--- config.mk ---
export PLATFORM = sky130hd
export DESIGN_NAME = spi_flash_reader
export DESIGN_NICKNAME = d
export VERILOG_FILES = /design/src/rtl/spi_flash_reader.sv
export SDC_FILE = /design/constraint.sdc
export NUM_CORES = 1
export LEC_CHECK = 0
export BUFFER_PORTS_ARGS = -buffer_cell sky130_fd_sc_hd__buf_2
export CAP_MARGIN = 25
export CORE_UTILIZATION = 50
export CTS_CLUSTER_DIAMETER = 40
export DETAILED_ROUTE_END_ITERATION = 10
export GPL_TIMING_DRIVEN = 0
export PLACE_DENSITY = 0.81
export SYNTH_ARGS = -nofsm -noshare
export SYNTH_HDL_FRONTEND = slang
export SYNTH_SLANG_ARGS = --single-unit
--- constraint.sdc ---
create_clock -name clk_i -period 2.4 [get_ports clk_i]
set_clock_uncertainty 0.2 [all_clocks]
set_input_delay 0.12 -clock clk_i [delete_from_list [all_inputs] [get_ports clk_i]]
set_output_delay 0.12 -clock clk_i [all_outputs]
set_load 0.02 [all_outputs]
--- src/rtl/spi_flash_reader.sv ---
// spi_flash_reader: memory-side read responder that fetches 32-bit words from a SPI flash using the 03h read command.
module spi_flash_reader #(
    parameter int unsigned CLK_DIV = 1
) (
    input  logic        clk_i,
    input  logic        rst_ni,
    input  logic [31:0] mem_addr,
    input  logic        mem_rstrb,
    output logic [31:0] mem_rdata,
    output logic        mem_done,
    output logic        spi_cs_no,
    output logic        spi_sck_o,
    output logic        spi_mosi_o,
    input  logic        spi_miso_i
);
    localparam int unsigned DW = $clog2(CLK_DIV + 1);
    typedef enum logic [1:0] {IDLE, SEND, RECV, DONE} state_e;
    state_e        state_q, state_d;
    logic [DW-1:0] div_q, div_d;
    logic [5:0]    bit_q, bit_d;
    logic          phase_q, phase_d;
    logic [31:0]   sh_q, sh_d, rx_q, rx_d, rdata_q, rdata_d;
    logic          done_q, done_d, cs_q, cs_d, sck_q, sck_d, mosi_q, mosi_d;
    logic          busy, tick, unused_addr;
    assign busy        = state_q == SEND || state_q == RECV;
    assign tick        = div_q == DW'(CLK_DIV - 1);
    assign unused_addr = ^mem_addr[31:24];
    assign mem_rdata   = rdata_q;
    assign mem_done    = done_q;
    assign spi_cs_no   = cs_q;
    assign spi_sck_o   = sck_q;
    assign spi_mosi_o  = mosi_q;
    // Pins are registered images of the current state, so they trail the FSM by one cycle.
    always_comb begin
        state_d = state_q;
        div_d   = div_q;
        bit_d   = bit_q;
        phase_d = phase_q;
        sh_d    = sh_q;
        cs_d    = !busy;
        sck_d   = busy & phase_q;
        mosi_d  = (state_q == SEND) & sh_q[31];
        done_d  = state_q == DONE;
        rx_d    = (state_q == RECV && sck_d && !sck_q) ? {rx_q[30:0], spi_miso_i} : rx_q;
        rdata_d = (state_q == DONE) ? {rx_q[7:0], rx_q[15:8], rx_q[23:16], rx_q[31:24]} : rdata_q;
        case (state_q)
            IDLE: begin
                if (mem_rstrb && !done_q) begin
                    state_d = SEND;
                    sh_d    = {8'h03, mem_addr[23:0]};
                    div_d   = '0;
                    bit_d   = '0;
                    phase_d = 1'b0;
                end
            end
            SEND, RECV: begin
                div_d = tick ? '0 : div_q + 1'b1;
                if (tick) begin
                    phase_d = !phase_q;
                    if (phase_q) begin
                        sh_d    = {sh_q[30:0], 1'b0};
                        bit_d   = bit_q + 6'd1;
                        state_d = (bit_q == 6'd63) ? DONE : (bit_q == 6'd31) ? RECV : state_q;
                    end
                end
            end
            default: state_d = IDLE;
        endcase
    end
    always_ff @(posedge clk_i or negedge rst_ni) begin
        if (!rst_ni) begin
            state_q <= IDLE;
            div_q   <= '0;
            bit_q   <= '0;
            phase_q <= 1'b0;
            sh_q    <= '0;
            rx_q    <= '0;
            rdata_q <= '0;
            done_q  <= 1'b0;
            cs_q    <= 1'b1;
            sck_q   <= 1'b0;
            mosi_q  <= 1'b0;
        end else begin
            state_q <= state_d;
            div_q   <= div_d;
            bit_q   <= bit_d;
            phase_q <= phase_d;
            sh_q    <= sh_d;
            rx_q    <= rx_d;
            rdata_q <= rdata_d;
            done_q  <= done_d;
            cs_q    <= cs_d;
            sck_q   <= sck_d;
            mosi_q  <= mosi_d;
        end
    end
endmodule

### Word level (Yosys, flattened, before mapping)

Index checks and enable logic that the tools add are counted.

* output and inout port bits: 36
* bits in registers: 110
* input bits: 36
* logic and storage cells: 58

* bitwise gates (word level): 2
* $add $sub $neg: 2
* equality and inequality tests: 9
* reduce and logical (&&, ||, !) cells: 15
* muxes and demuxes: 19

Operators with widths (count)
* 32-bit 2-to-1 mux: 3
* 32-bit one-hot mux with 2 select lines: 1
* 6-bit 2-to-1 mux: 3
* 6-bit one-hot mux with 2 select lines: 1
* 2-bit 2-to-1 mux: 5
* 4-bit AND reduction: 2
* 6-bit by 1-bit adder with 6-bit output, second input constant: 1
* 6-bit by 5-bit equality test with 1-bit output, second input constant: 1
* 6-bit equality test, second input constant: 1
* 2-bit != test, second input constant: 3
* 2-bit equality test, second input constant: 2
* 1-bit logical NOT: 4
* 1-bit one-hot mux with 2 select lines: 2
* 2-bit one-hot mux with 2 select lines: 1
* 1-bit logical AND: 3
* 1-bit 2-to-1 mux: 3
* 3-bit != test, second input constant: 1
* 3-bit AND reduction: 1
* 1-bit AND: 2
* 2-bit by 1-bit equality test with 1-bit output, second input constant: 1
* 2-bit logical NOT: 1
* 2-bit AND reduction: 1
* 2-bit nonzero test: 1
* 2-bit OR reduction: 1
* other kinds (2): 2

### Logic depth before layout (Yosys ltp)

* word-level depth: 6
* mapped depth: 8
* gate-level depth less buffers: 6

### Least setup slack after synthesis

Ideal clock, no wire load.

* path type: register -> register
* start: register state_q[0]
* end: register rx_q[0]
* required time: 2.075 ns
* arrival time: 1.728 ns
* buffers on the path: 2
* stages on the path, launching flop included: 9
* setup time: 0.125 ns
* period minus slack after synthesis: 2.052 ns
* slack: 0.348 ns
* path through: dfrtp_1 inv_1 ha_1 buf_4 inv_2 nor2_1 nand3b_2 buf_6 mux2_2

* word-level cells in the longest chain between the ends: 5
* elaborated cells between the ends (all ways): 6
* those cells by class: eq/ne: 2; bitwise: 1; reduce/logical: 3

RTL lines
* start, declared: RTL line 18 `state_e state_q, state_d;`
* start signal, assigned: RTL line 84 `state_q <= state_d;`
* 2-bit by 1-bit equality test with 1-bit output / 2-bit equality test (equally long branches): RTL line 25 `assign busy = state_q == SEND || state_q == RECV;`
* 1-bit logical OR (*): RTL line 25
* 1-bit AND (*): RTL line 41 `sck_d = busy & phase_q;`
* via sck_d: RTL line 23 `logic done_q, done_d, cs_q, cs_d, sck_q, sck_d, mosi_q, mosi_d;`
* 1-bit logical AND (*) (2 in series): RTL line 44 `rx_d = (state_q == RECV && sck_d && !sck_q) ? {rx_q[30:0], spi_miso_i} : rx_q;`
* end signal, assigned: RTL line 89 `rx_q <= rx_d;`
* end, declared: RTL line 22 `logic [31:0] sh_q, sh_d, rx_q, rx_d, rdata_q, rdata_d;`

The timed path passes the listed nets; every way through them passes the cells marked *.
A chain may end at the register's enable or synchronous reset.

### Final worst setup path

* start: register state_q[0]
* end: register rx_q[16]

The elaborated chain is that of the path after synthesis.

==> summary.md <==
| Metric | Value |
|---|---|
| Status | completed |
| WP data arrival | 2.30 ns |
| Die height | 95.95 µm |
| Inst Count DP | slightly below 500 |
| Synth-to-Final Area Change | 21.75% |
| Clock Power Share | 20.0% |
| First-pass GRT wire length | roughly 13000 µm |
| Mapped Cells | 319 |
| Register area share after synthesis | 61.84% |
| LEAKAGE | between 2 and 3 nW |
| P_sw | between 1.5 and 2 mW |
| FF-to-FF path depth | 8 |
| Power, Total | between 5 and 6 mW |
| FF-to-FF setup slack | 0.14 ns |
| Final worst slack | 0.1383 ns |
| Post-layout net count | between 400 and 500 |
| DR vias/cell | 5.306 |
| CP required | 2.44 ns |
| Comb pwr share | 36.8% |
| Cell Int Power | 3.504 mW |
| Fin cells | 530 |
| GRT Overall Usage | 19.12% |
| Async SR Flop Fraction | 100.0% |
| Area of the multi-input gates | around 1600 µm² |
| Final Util | 64.10% |
| RePlAce Congestion | 0.7977 |
| Drt total wl | 8139 µm |
| Buffer levels on the longest clock path | 2 |
| Area contributors post-synth | dfrtp_1 (61%), mux2_2 (16%), mux2i_1 (5.2%) |
| Period utilization | a little over nine tenths |
| Minimum clock period | ~2.3 ns |
| # DRC | 0 |
| Filler instances | 645 |
| GRT overflow | 0 |
| #FFs+latches synth | ~110 |
| FP Rows | 33 |
| Post-route ant nets | 0 |
| Clock Sinks | 109 |
| Seq. cell area | 2729 µm² |
| Top cell type's share of synthesized area | 61.24% |
| Ant diodes | 0 |
| Critical Path Start Type | register |
| Maxcap violations | 0 |
| Dpl ws | -0.01481 ns |
| Routed wl met2 | 4034 µm |
| Post-layout instance area | 5373 µm² |
| Initial antenna violation count | 0 |
| Reg power frac | between 40% and 50% |
| Final setup viols | 0 |
| Clock Latency Late Sink | 0.36 ns |
| Clock root cell | clkbuf_8 |
| Top sig layer | met4 |
| TritonRoute pass-1 iters | 4 |
| Wire length on met1 | 3675 µm |
| Hpwl dp | 5330 µm |
| Layout cells sized above 1 | a little under two fifths |
| Syn nets | around 360 |
| Iter 0 DRT Violations | 96 |
| FMAX | 0.4422 GHz |
| Pwr dens | just over 1000 nW/µm² |
| H-tree depth | 3 |
| Fin Setup TNS | 0 ns |
| Post-Syn Area per Cell | 13.83 µm² |
| Peak fanout along the critical path | 10 |
| Vias | 2812 |
| Largest net degree at the start of global routing | 68 |
| Number of global-route vias before repair | roughly 2.8k |
| Core box area | 8382 µm² |
| RSZ-0062 raised after global routing | false |
| WL met3 | 312 µm |
| Sw Share | a little over a third |
| Dominant synthesized flop cell | dfrtp_1 |
| Slew of the pin with the lowest slew margin | around 0.63 ns |
| Post-synthesis cell area | 4413 µm² |
| Postcts setup bufs | 0 |
| Setup CP Type | register to register |
| TritonCTS clock tree | done |
| Worst-path clk slew | 0.09 ns |
| Synth unique cells | 32 |
| DIE AREA | just over 9000 µm² |
| Synth cell count leaders | dfrtp_1 (108), mux2_2 (64), nand2_1 (29) |
| Die Wd | 95.95 µm |
| Placed Area | ~5000 µm² |
| Num CTS Buffers | 9 |
| Hold path depth | 4 |
| WL/cell | 15.36 µm |
| Synth Warn # | 0 |
| Hold Slack | 0.06842 ns |
| Count leader, synth | dfrtp_1 |
| Slew Limit Fails | 0 |
| Hold WC Path Type | input pin to register |
| Final Hold Fails | 0 |
| Peak supply drop | 509.7 µV |
| Largest area contributor in the netlist | dfrtp_1 |
| I/O Pins | 72 |
| Initial core utilization | 52.65% |
| Port bufs | 63 |
| EDFF count, synth | 0 |
| Slew HR | 58.12% |
| Crit. End Element | register |
==> final timing paths <==
kind,from,to
min in group asynchronous,rst_ni,bit_q[3]$_DFFE_PN0P_
max reg2reg,state_q[0]$_DFFE_PN0P_,rx_q[16]$_DFFE_PN0P_
min reg2reg,sh_q[11]$_DFFE_PN0P_,sh_q[11]$_DFFE_PN0P_
max in group asynchronous,rst_ni,spi_cs_no$_DFF_PN1_
max,state_q[0]$_DFFE_PN0P_,rx_q[16]$_DFFE_PN0P_
min,mem_rstrb,phase_q$_DFFE_PN0P_
==> critical path, cell delays in order (launching register included) <==
cell,delay (ns)
dfrtp_1,0.41
inv_1,0.10
ha_1,0.32
buf_4,0.20
inv_2,0.10
nor2_2,0.23
nand3b_4,0.15
buf_6,0.17
mux2_2,0.27
==> routing by layer <==
metal,global-route usage (%),up-vias
met1,24.11,1421
met2,31.13,49
met4,6.219,0
li1,-,1333
met5,0,-
met3,6.398,9
==> state kept, by name, summed over array words and instances (netlist names) <==
register / cells
spi_cs_no: 1
mem_done: 1
state_q: 2
bit_q: 6
spi_sck_o: 1
sh_q: 32
mem_rdata: 32
spi_mosi_o: 1
phase_q: 1
rx_q: 32
==> what timing repair did <==
| item | in CTS | in global routing |
|---|---|---|
| resized for setup | 1 | 2 |
| setup endpoints to repair | 1 | 30 |
| pin swaps | 0 | 0 |
| hold buffers | 26 | 0 |
| endpoints found under the hold margin | 67 | 0 |
==> layout make-up <==
| type | count | share of cell area, % |
|---|---|---|
| plain buffers | 16 | 1.793 |
| clock buffers | 13 | 3.330 |
| clock inverters | 3 | 0.4891 |
| inverters | 6 | 0.4192 |
| multi-input cells | 188 | 29.46 |
| flip-flops and latches | 109 | 50.79 |
| well taps | 105 | 2.445 |
| repair buffers | 90 | 11.27 |
==> placed cells by master, fill, tap and decap left out, types with 2 or more instances in the layout <==
cell type / synthesis / final
a22o_1: 8 / 8
clkinv_4: 0 / 2
inv_1: 4 / 4
nor2_1: 4 / 3
clkbuf_8: 0 / 13
buf_2: 2 / 64
nand4_1: 2 / 2
nand3_1: 2 / 2
clkbuf_1: 6 / 6
and2_1: 3 / 3
buf_1: 3 / 3
a21oi_1: 6 / 6
mux2_2: 64 / 64
or3_1: 2 / 2
buf_6: 4 / 4
o22a_1: 2 / 2
inv_2: 2 / 2
ha_1: 6 / 6
buf_4: 1 / 2
nand2_1: 29 / 29
o21ai_0: 27 / 27
dlygate4sd3_1: 0 / 26
mux2i_1: 23 / 23
dfrtp_1: 108 / 108
==> cell families after synthesis <==
kind of cell,Yosys count,share of synthesized area (%)
compound gates,50,7.486
fa+ha+maj,6,1.701
buf+inv,22,2.693
flops,109,61.84
mux,87,21.55
simple gates,45,4.735
==> power groups by stage <==
stage	Clock, mW	Combinational [mW]	Sequential (mW)
detailed placement	0	1.97	2.39
floorplan	0	1.45	2.39
CTS	1.13	2.01	2.36
global route	1.20	2.23	2.41
global placement	0	1.87	2.38
finish	1.10	2.02	2.37
Power figures use the tool's default switching activity.
